`config.mk`:
```
export PLATFORM = sky130hd
export DESIGN_NAME = dq_format_decoder_pipe
export DESIGN_NICKNAME = d
export VERILOG_FILES = /design/src/rtl/dq_format_decoder_pipe.sv
export SDC_FILE = /design/constraint.sdc
export NUM_CORES = 1
export LEC_CHECK = 0
export ABC_AREA = 1
export CAP_MARGIN = 40
export CORE_ASPECT_RATIO = 0.75
export CORE_MARGIN = 2
export CORE_UTILIZATION = 53
export CTS_CLUSTER_SIZE = 16
export DETAILED_ROUTE_END_ITERATION = 10
export HOLD_SLACK_MARGIN = 0.06
export PLACE_DENSITY = 0.88
export SYNTH_ARGS = -nofsm -noshare
export SYNTH_HDL_FRONTEND = slang
export SYNTH_SLANG_ARGS = --single-unit
```
`constraint.sdc`:
```
create_clock -name clock_i -period 1.9 [get_ports clock_i]
set_input_delay 0.57 -clock clock_i [delete_from_list [all_inputs] [get_ports clock_i]]
set_output_delay 0.57 -clock clock_i [all_outputs]
set_load 0.01 [all_outputs]
```
`src/rtl/dq_format_decoder_pipe.sv`:
```
// dq_format_decoder_pipe: stage-1 DQ-form decoder (lq, lxv, stxv) with an
// output queue and a valid/ready handshake toward stage 2. Non-DQ words are
// consumed without pushing so sibling format decoders can claim them.
// Optional feature macro: DQ_ILLEGAL_TRAP_EN routes illegal lq forms to the
// trap unit with no register scoreboard action.
module dq_format_decoder_pipe #(
  parameter int unsigned opcodeWidth      = 6,
  parameter int unsigned regWidth         = 5,
  parameter int unsigned immWidth         = 16,
  parameter int unsigned instructionWidth = 32,
  parameter int unsigned queueDepth       = 2,
  parameter logic [1:0]  regImm           = 2'd0,
  parameter logic [1:0]  regRead          = 2'd1,
  parameter logic [1:0]  regWrite         = 2'd2,
  parameter logic [1:0]  regReadWrite     = 2'd3,
  parameter logic [2:0]  FXUnitCode       = 3'd0,
  parameter logic [2:0]  FPUnitCode       = 3'd1,
  parameter logic [2:0]  LdStUnitCode     = 3'd2,
  parameter logic [2:0]  BranchUnitCode   = 3'd3,
  parameter logic [2:0]  TrapUnitCode     = 3'd4
) (
  input  logic                        clock_i,
  input  logic                        resetn_i,
  input  logic                        enable_i,
  input  logic [instructionWidth-1:0] instruction_i,
  output logic                        stall_o,
  input  logic                        ready_i,
  output logic                        enable_o,
  output logic [regWidth-1:0]         reg1_o,
  output logic [regWidth-1:0]         reg2_o,
  output logic [1:0]                  reg1Use_o,
  output logic [1:0]                  reg2Use_o,
  output logic [immWidth-1:0]         imm_o,
  output logic                        bit_o,
  output logic [1:0]                  opType_o,
  output logic                        illegal_o,
  output logic [2:0]                  functionalUnitCode_o
);

  localparam int unsigned PtrW = (queueDepth > 1) ? $clog2(queueDepth) : 1;
  localparam int unsigned CntW = $clog2(queueDepth + 1);
  localparam int unsigned Msb  = instructionWidth - 1;

  // Elaboration-time sanity check of the configuration.
  if (queueDepth < 2 || (queueDepth & (queueDepth - 1)) != 0 || immWidth < 16 ||
      regImm == regRead || regRead == regWrite || regWrite == regReadWrite ||
      FXUnitCode == FPUnitCode || FPUnitCode == LdStUnitCode ||
      LdStUnitCode == BranchUnitCode || BranchUnitCode == TrapUnitCode) begin : g_bad_cfg
    $error("dq_format_decoder_pipe: invalid parameter configuration");
  end

  typedef struct packed {
    logic [regWidth-1:0] reg1;
    logic [regWidth-1:0] reg2;
    logic [1:0]          reg1_use;
    logic [1:0]          reg2_use;
    logic [immWidth-1:0] imm;
    logic                ext_bit;
    logic [1:0]          op_type;
    logic                illegal;
    logic [2:0]          unit;
  } entry_t;

  // Instruction fields, big-endian bit numbering (bit 0 = MSB).
  logic [opcodeWidth-1:0] opcode;
  logic [regWidth-1:0]    rt;
  logic [regWidth-1:0]    ra;
  logic [15:0]            disp;
  logic [2:0]             xo;
  logic                   xbit;

  assign opcode = instruction_i[Msb -: opcodeWidth];
  assign rt     = instruction_i[Msb - 6 -: regWidth];
  assign ra     = instruction_i[Msb - 11 -: regWidth];
  assign disp   = {instruction_i[Msb - 16 -: 12], 4'b0000};
  assign xbit   = instruction_i[Msb - 28];
  assign xo     = instruction_i[Msb - 29 -: 3];

  entry_t dec;
  logic   is_dq;

  // Decode the fetched word into a queue entry.
  always_comb begin
    dec          = '0;
    is_dq        = 1'b0;
    dec.reg1     = rt;
    dec.reg2     = ra;
    dec.imm      = immWidth'($signed(disp));
    dec.unit     = LdStUnitCode;
    dec.reg2_use = regRead;
    if (opcode == opcodeWidth'(56)) begin
      is_dq        = 1'b1;
      dec.reg1_use = regWrite;
      dec.op_type  = 2'd0;
`ifdef DQ_ILLEGAL_TRAP_EN
      if (rt[0] || (rt == ra)) begin
        dec.illegal  = 1'b1;
        dec.unit     = TrapUnitCode;
        dec.reg1_use = regImm;
        dec.reg2_use = regImm;
      end
`endif
    end else if (opcode == opcodeWidth'(61) && xo == 3'd1) begin
      is_dq        = 1'b1;
      dec.reg1_use = regWrite;
      dec.ext_bit  = xbit;
      dec.op_type  = 2'd1;
    end else if (opcode == opcodeWidth'(61) && xo == 3'd5) begin
      is_dq        = 1'b1;
      dec.reg1_use = regRead;
      dec.ext_bit  = xbit;
      dec.op_type  = 2'd2;
    end
  end

  entry_t            mem [queueDepth];
  logic [PtrW-1:0]   rd_ptr;
  logic [PtrW-1:0]   wr_ptr;
  logic [PtrW-1:0]   rd_next;
  logic [CntW-1:0]   count;
  logic [CntW-1:0]   count_next;
  logic              push;
  logic              pop;
  entry_t            head_next;

  assign stall_o = (count == CntW'(queueDepth));
  assign push    = enable_i && !stall_o && is_dq;
  assign pop     = enable_o && ready_i;

  // Next occupancy, read pointer and head entry (bypass when the new head is being pushed).
  always_comb begin
    count_next = count;
    if (push && !pop) begin
      count_next = count + CntW'(1);
    end else if (pop && !push) begin
      count_next = count - CntW'(1);
    end
    rd_next   = pop ? PtrW'(rd_ptr + PtrW'(1)) : rd_ptr;
    head_next = (push && rd_next == wr_ptr) ? dec : mem[rd_next];
  end

  // Circular buffer storage and pointers.
  always_ff @(posedge clock_i or negedge resetn_i) begin
    if (!resetn_i) begin
      rd_ptr <= '0;
      wr_ptr <= '0;
      count  <= '0;
      for (int i = 0; i < int'(queueDepth); i++) begin
        mem[i] <= '0;
      end
    end else begin
      rd_ptr <= rd_next;
      count  <= count_next;
      if (push) begin
        mem[wr_ptr] <= dec;
        wr_ptr      <= PtrW'(wr_ptr + PtrW'(1));
      end
    end
  end

  // Registered head-entry outputs; fields hold when the queue drains.
  always_ff @(posedge clock_i or negedge resetn_i) begin
    if (!resetn_i) begin
      enable_o             <= 1'b0;
      reg1_o               <= '0;
      reg2_o               <= '0;
      reg1Use_o            <= '0;
      reg2Use_o            <= '0;
      imm_o                <= '0;
      bit_o                <= 1'b0;
      opType_o             <= '0;
      illegal_o            <= 1'b0;
      functionalUnitCode_o <= '0;
    end else begin
      enable_o <= (count_next != '0);
      if (count_next != '0) begin
        reg1_o               <= head_next.reg1;
        reg2_o               <= head_next.reg2;
        reg1Use_o            <= head_next.reg1_use;
        reg2Use_o            <= head_next.reg2_use;
        imm_o                <= head_next.imm;
        bit_o                <= head_next.ext_bit;
        opType_o             <= head_next.op_type;
        illegal_o            <= head_next.illegal;
        functionalUnitCode_o <= head_next.unit;
      end else begin
        functionalUnitCode_o <= '0;
      end
    end
  end

endmodule

```
==> results.md <==
- The switching share of power is 39.9%.
- For this run, the top clock speed supported by timing is 494 MHz.
- The worst setup path is launched from a flop.
- The layout net count is 664.
- The TritonCTS buffer count is 9.
- Between clock sinks in the finished design, the worst skew comes to 0.00773 ns.
- The die is 82.4 um tall.
- The number of placed I/O pins is 75.
- In this run the power spent charging and discharging nets is 0.00370 W.
- The data arrival time of the critical path is 2.33 ns.
- The most common cell after layout, fill and taps aside is nand2_1.
- The top cell type by area accounts for 50.1% of the synthesized area.
- The sequential cell fraction of total power is 30.0%.
- Setup violations remaining at the end of the flow were counted as 7.
- In this run the clock root is driven by a clkbuf_8.
- The count of final max-slew check failures is 0.
- The internal power is 0.00557 W.
- Synthesis handed over a netlist of 519 instances.
- The HPWL reported at the end of detailed placement is 7090 um.
- The clock network burns 17.1% of the power.
- After clock tree synthesis, the clock-pin slew on the worst setup and hold paths is 0.09 ns.
- The DRC violation count after routing is 0.
- The highest metal layer carrying signal wires in the routed design is met4.
- The number of buffers between clock root and the deepest sink is 2.
- In this run, the number of DRC markers left after iteration 0 of detailed routing was 421.
- In the layout the commonest cells are 146 x nand2_1, 87 x dfrtp_1, 57 x inv_1.
- The number of sinks handled by clock tree synthesis is 87.
- The quantity of I/O buffers inserted on ports is 66.
- The clock latency on the worst-skew pair is 0.36 ns.
- The total of warnings raised by yosys is 0.
- In this run the static leakage power is 3.18 nW.
- The clock tree from TritonCTS is yes.
- The global-route usage over all layers is 28.0%.
- The hold violation total from the final report came to 0.
- The maximum number of pins on one net before global-route repair is 54.
- Across the run, the number of max-cap violations was 0.
- The completed layout was analyzed and its total power is 0.00927 W.
- Synthesis inferred 87 register bits.
- For this run the aggregate overflow at the end of global routing stands at 0.
- The final route contains 4226 vias.
- The checks that failed: negative setup slack.
- The clock tree synthesis step divided the H-tree into 3 levels.
- The shortest clock period the worst path allows after layout is 2.02 ns.
- After detailed routing, the number of vias per cell comes to 5.73.
- The area growth from synthesis to layout is 43.1%.
- The first-pass GRT wire length is 18900 um.
- After synthesis, the cell types taking the most area are dfrtp_1 50%, nand2_1 14%, o21ai_0 7.9%.
- The maximum fanout count along the critical path is 13.
- The final core area utilization is 78.5%.
- The wire length on met3 is 1360 um.
- The number of global-route vias before repair is 3929.
- The flow ran to the end, but the final reports show violations.
- In this run the power density over the cells is 1490 nW/um^2.
- The final critical-path share of the clock period is 107%.
- For this block, wires on met1 add up to 5080 um.
- After layout, the worst setup slack is -0.124 ns.
- The synthesized netlist occupies a cell area of 4350 um^2.
- Summed over all nets, wire length on met2 after detailed routing comes to 6970 um.
- In this run the most critical hold path is launched from mem[27].
- The most critical setup path has its startpoint at enable_o.
- The cell row count is 28.
- The post-layout instance area is 6220 um^2.
- The class of the most critical hold timing path is flop to flop.
- The die covers 8950 um^2.
- The horizontal die dimension is 109 um.
- The mean post-synth cell area is 8.37 um^2.
- Routability-driven placement finished with a final weighted congestion of 0.804.
- The share of the Yosys chip area taken by registers is 50.1%.
- The count of antenna-violating nets left after detailed routing is 0.
- The required time at the endpoint of the critical path is 2.21 ns.
- The worst setup path is captured at a flop.
- The netlist uses 29 different library cells.
- Cells with a size suffix above 1 make up 26.7% of the layout.
- The number of antenna cells inserted is 0.
- The synthesized design spends more area on one cell type than any other, namely dfrtp_1.
- The region available for standard cell placement spans 7920 um^2.
- The share of total power in combinational logic is 52.9%.
- The number of detailed-routing iterations run before antenna repair is 6.
- The setup TNS is -0.358 ns.
- By startpoint and endpoint, the worst setup path is classified as flop to flop.
- The number of antenna violations at the first check in global routing is 0.
- The maximum resistive drop on vdd is 0.853 mV.
- In the final routed layout, each cell accounts on average for 19.6 um.
- The startpoint of the most critical register-to-register path is enable_o.
- After detailed routing, the total wire length is 14400 um.
- The initial core utilization is 54.9%.
- The instance area at placement is 5260 um^2.
-- flip-flops by register name, summed over array words and instances (netlist names) --
register              cells
reg2Use_o                 1
wr_ptr                    1
reg1Use_o                 2
reg2_o                    5
functionalUnitCode_o      1
count                     2
reg1_o                    5
opType_o                  1
enable_o                  1
imm_o                    12
bit_o                     1
mem                      54
rd_ptr                    1
-- metrics by stage --
stage	setup WS (ns)	instances	hold WS [ns]
detailed placement	-0.632	687	0.392
finish	-0.124	737	0.497
global route	-0.158	737	0.520
floorplan	0.00680	526	0.274
CTS	-0.00852	720	0.475
global placement	-0.490	687	0.392
-- layout make-up --
cell class | instances | area, um^2
Fill cell | 450 | 1700
Clock buffer | 11 | 141
Timing Repair Buffer | 127 | 1520
Sequential cell | 87 | 2180
Tap cell | 105 | 131
Clock inverter | 5 | 104
Inverter | 66 | 250
Multi-Input combinational cell | 336 | 1900
-- power groups by stage --
stage | clock [W] | combinational [W] | sequential (W)
after global placement | 0 | 0.00368 | 0.00275
final | 0.00159 | 0.00490 | 0.00278
after global routing | 0.00166 | 0.00523 | 0.00281
after detailed placement | 0 | 0.00386 | 0.00278
after CTS | 0.00158 | 0.00430 | 0.00274
after floorplan | 0 | 0.00228 | 0.00284
-- synth_stat cells (all sizes together) --
cell type and number:
nand3 34, or2 1, buf 21, conb 1, o21ai 102, mux2 2, ha 1, nand2 171
clkbuf 16, a21oi 1, o211ai 1, inv 66, nor2 11, dfrtp 87, xor2 2, nand4 2
-- timing repair --
action | CTS | global route
buffers inserted | 14 | 6
gates cloned | 2 | 11
endpoints found under the hold margin | 3 | 0
resized for setup | 44 | 86
hold buffers | 1 | 0
pin swaps | 22 | 30
endpoints found under the setup margin | 84 | 94
-- worst max-delay path: stages, from the launching register on --
cell	delay (ns)
dfrtp_1	0.43
nand2_4	0.13
xor2_4	0.23
xor2_2	0.24
nand3_4	0.23
buf_6	0.24
o21ai_0	0.28
nand2_1	0.11
nand2_1	0.08
-- logic make-up after synthesis --
| family | synth area share [%] |
|---|---|
| AOI/OAI and AO/OA | 12.0 |
| other | 0.0863 |
| DFF | 50.1 |
| and+or+nand+nor | 24.5 |
| buffers and inverters | 11.6 |
| muxes | 0.518 |
| xor gates and xnor gates | 0.835 |
| adders and majority gates | 0.288 |
-- routing by layer --
layer	up-vias	GRT usage (%)
li1	1830	-
met1	1978	34.3
met2	314	47.0
met3	104	5.97
met4	0	15.5
met5	-	0
-- final timing paths --
check / to / slack (ns) / cells after the start
max: reg1_o[3] / -0.12 / 8
min: mem[27] / 0.50 / 2
max reg2reg: reg1_o[3] / -0.12 / 8
min reg2reg: mem[27] / 0.50 / 2
max in group asynchronous: mem[36] / 0.86 / 3
min in group asynchronous: count[0] / 0.56 / 2
(Power assumes the default switching activity.)
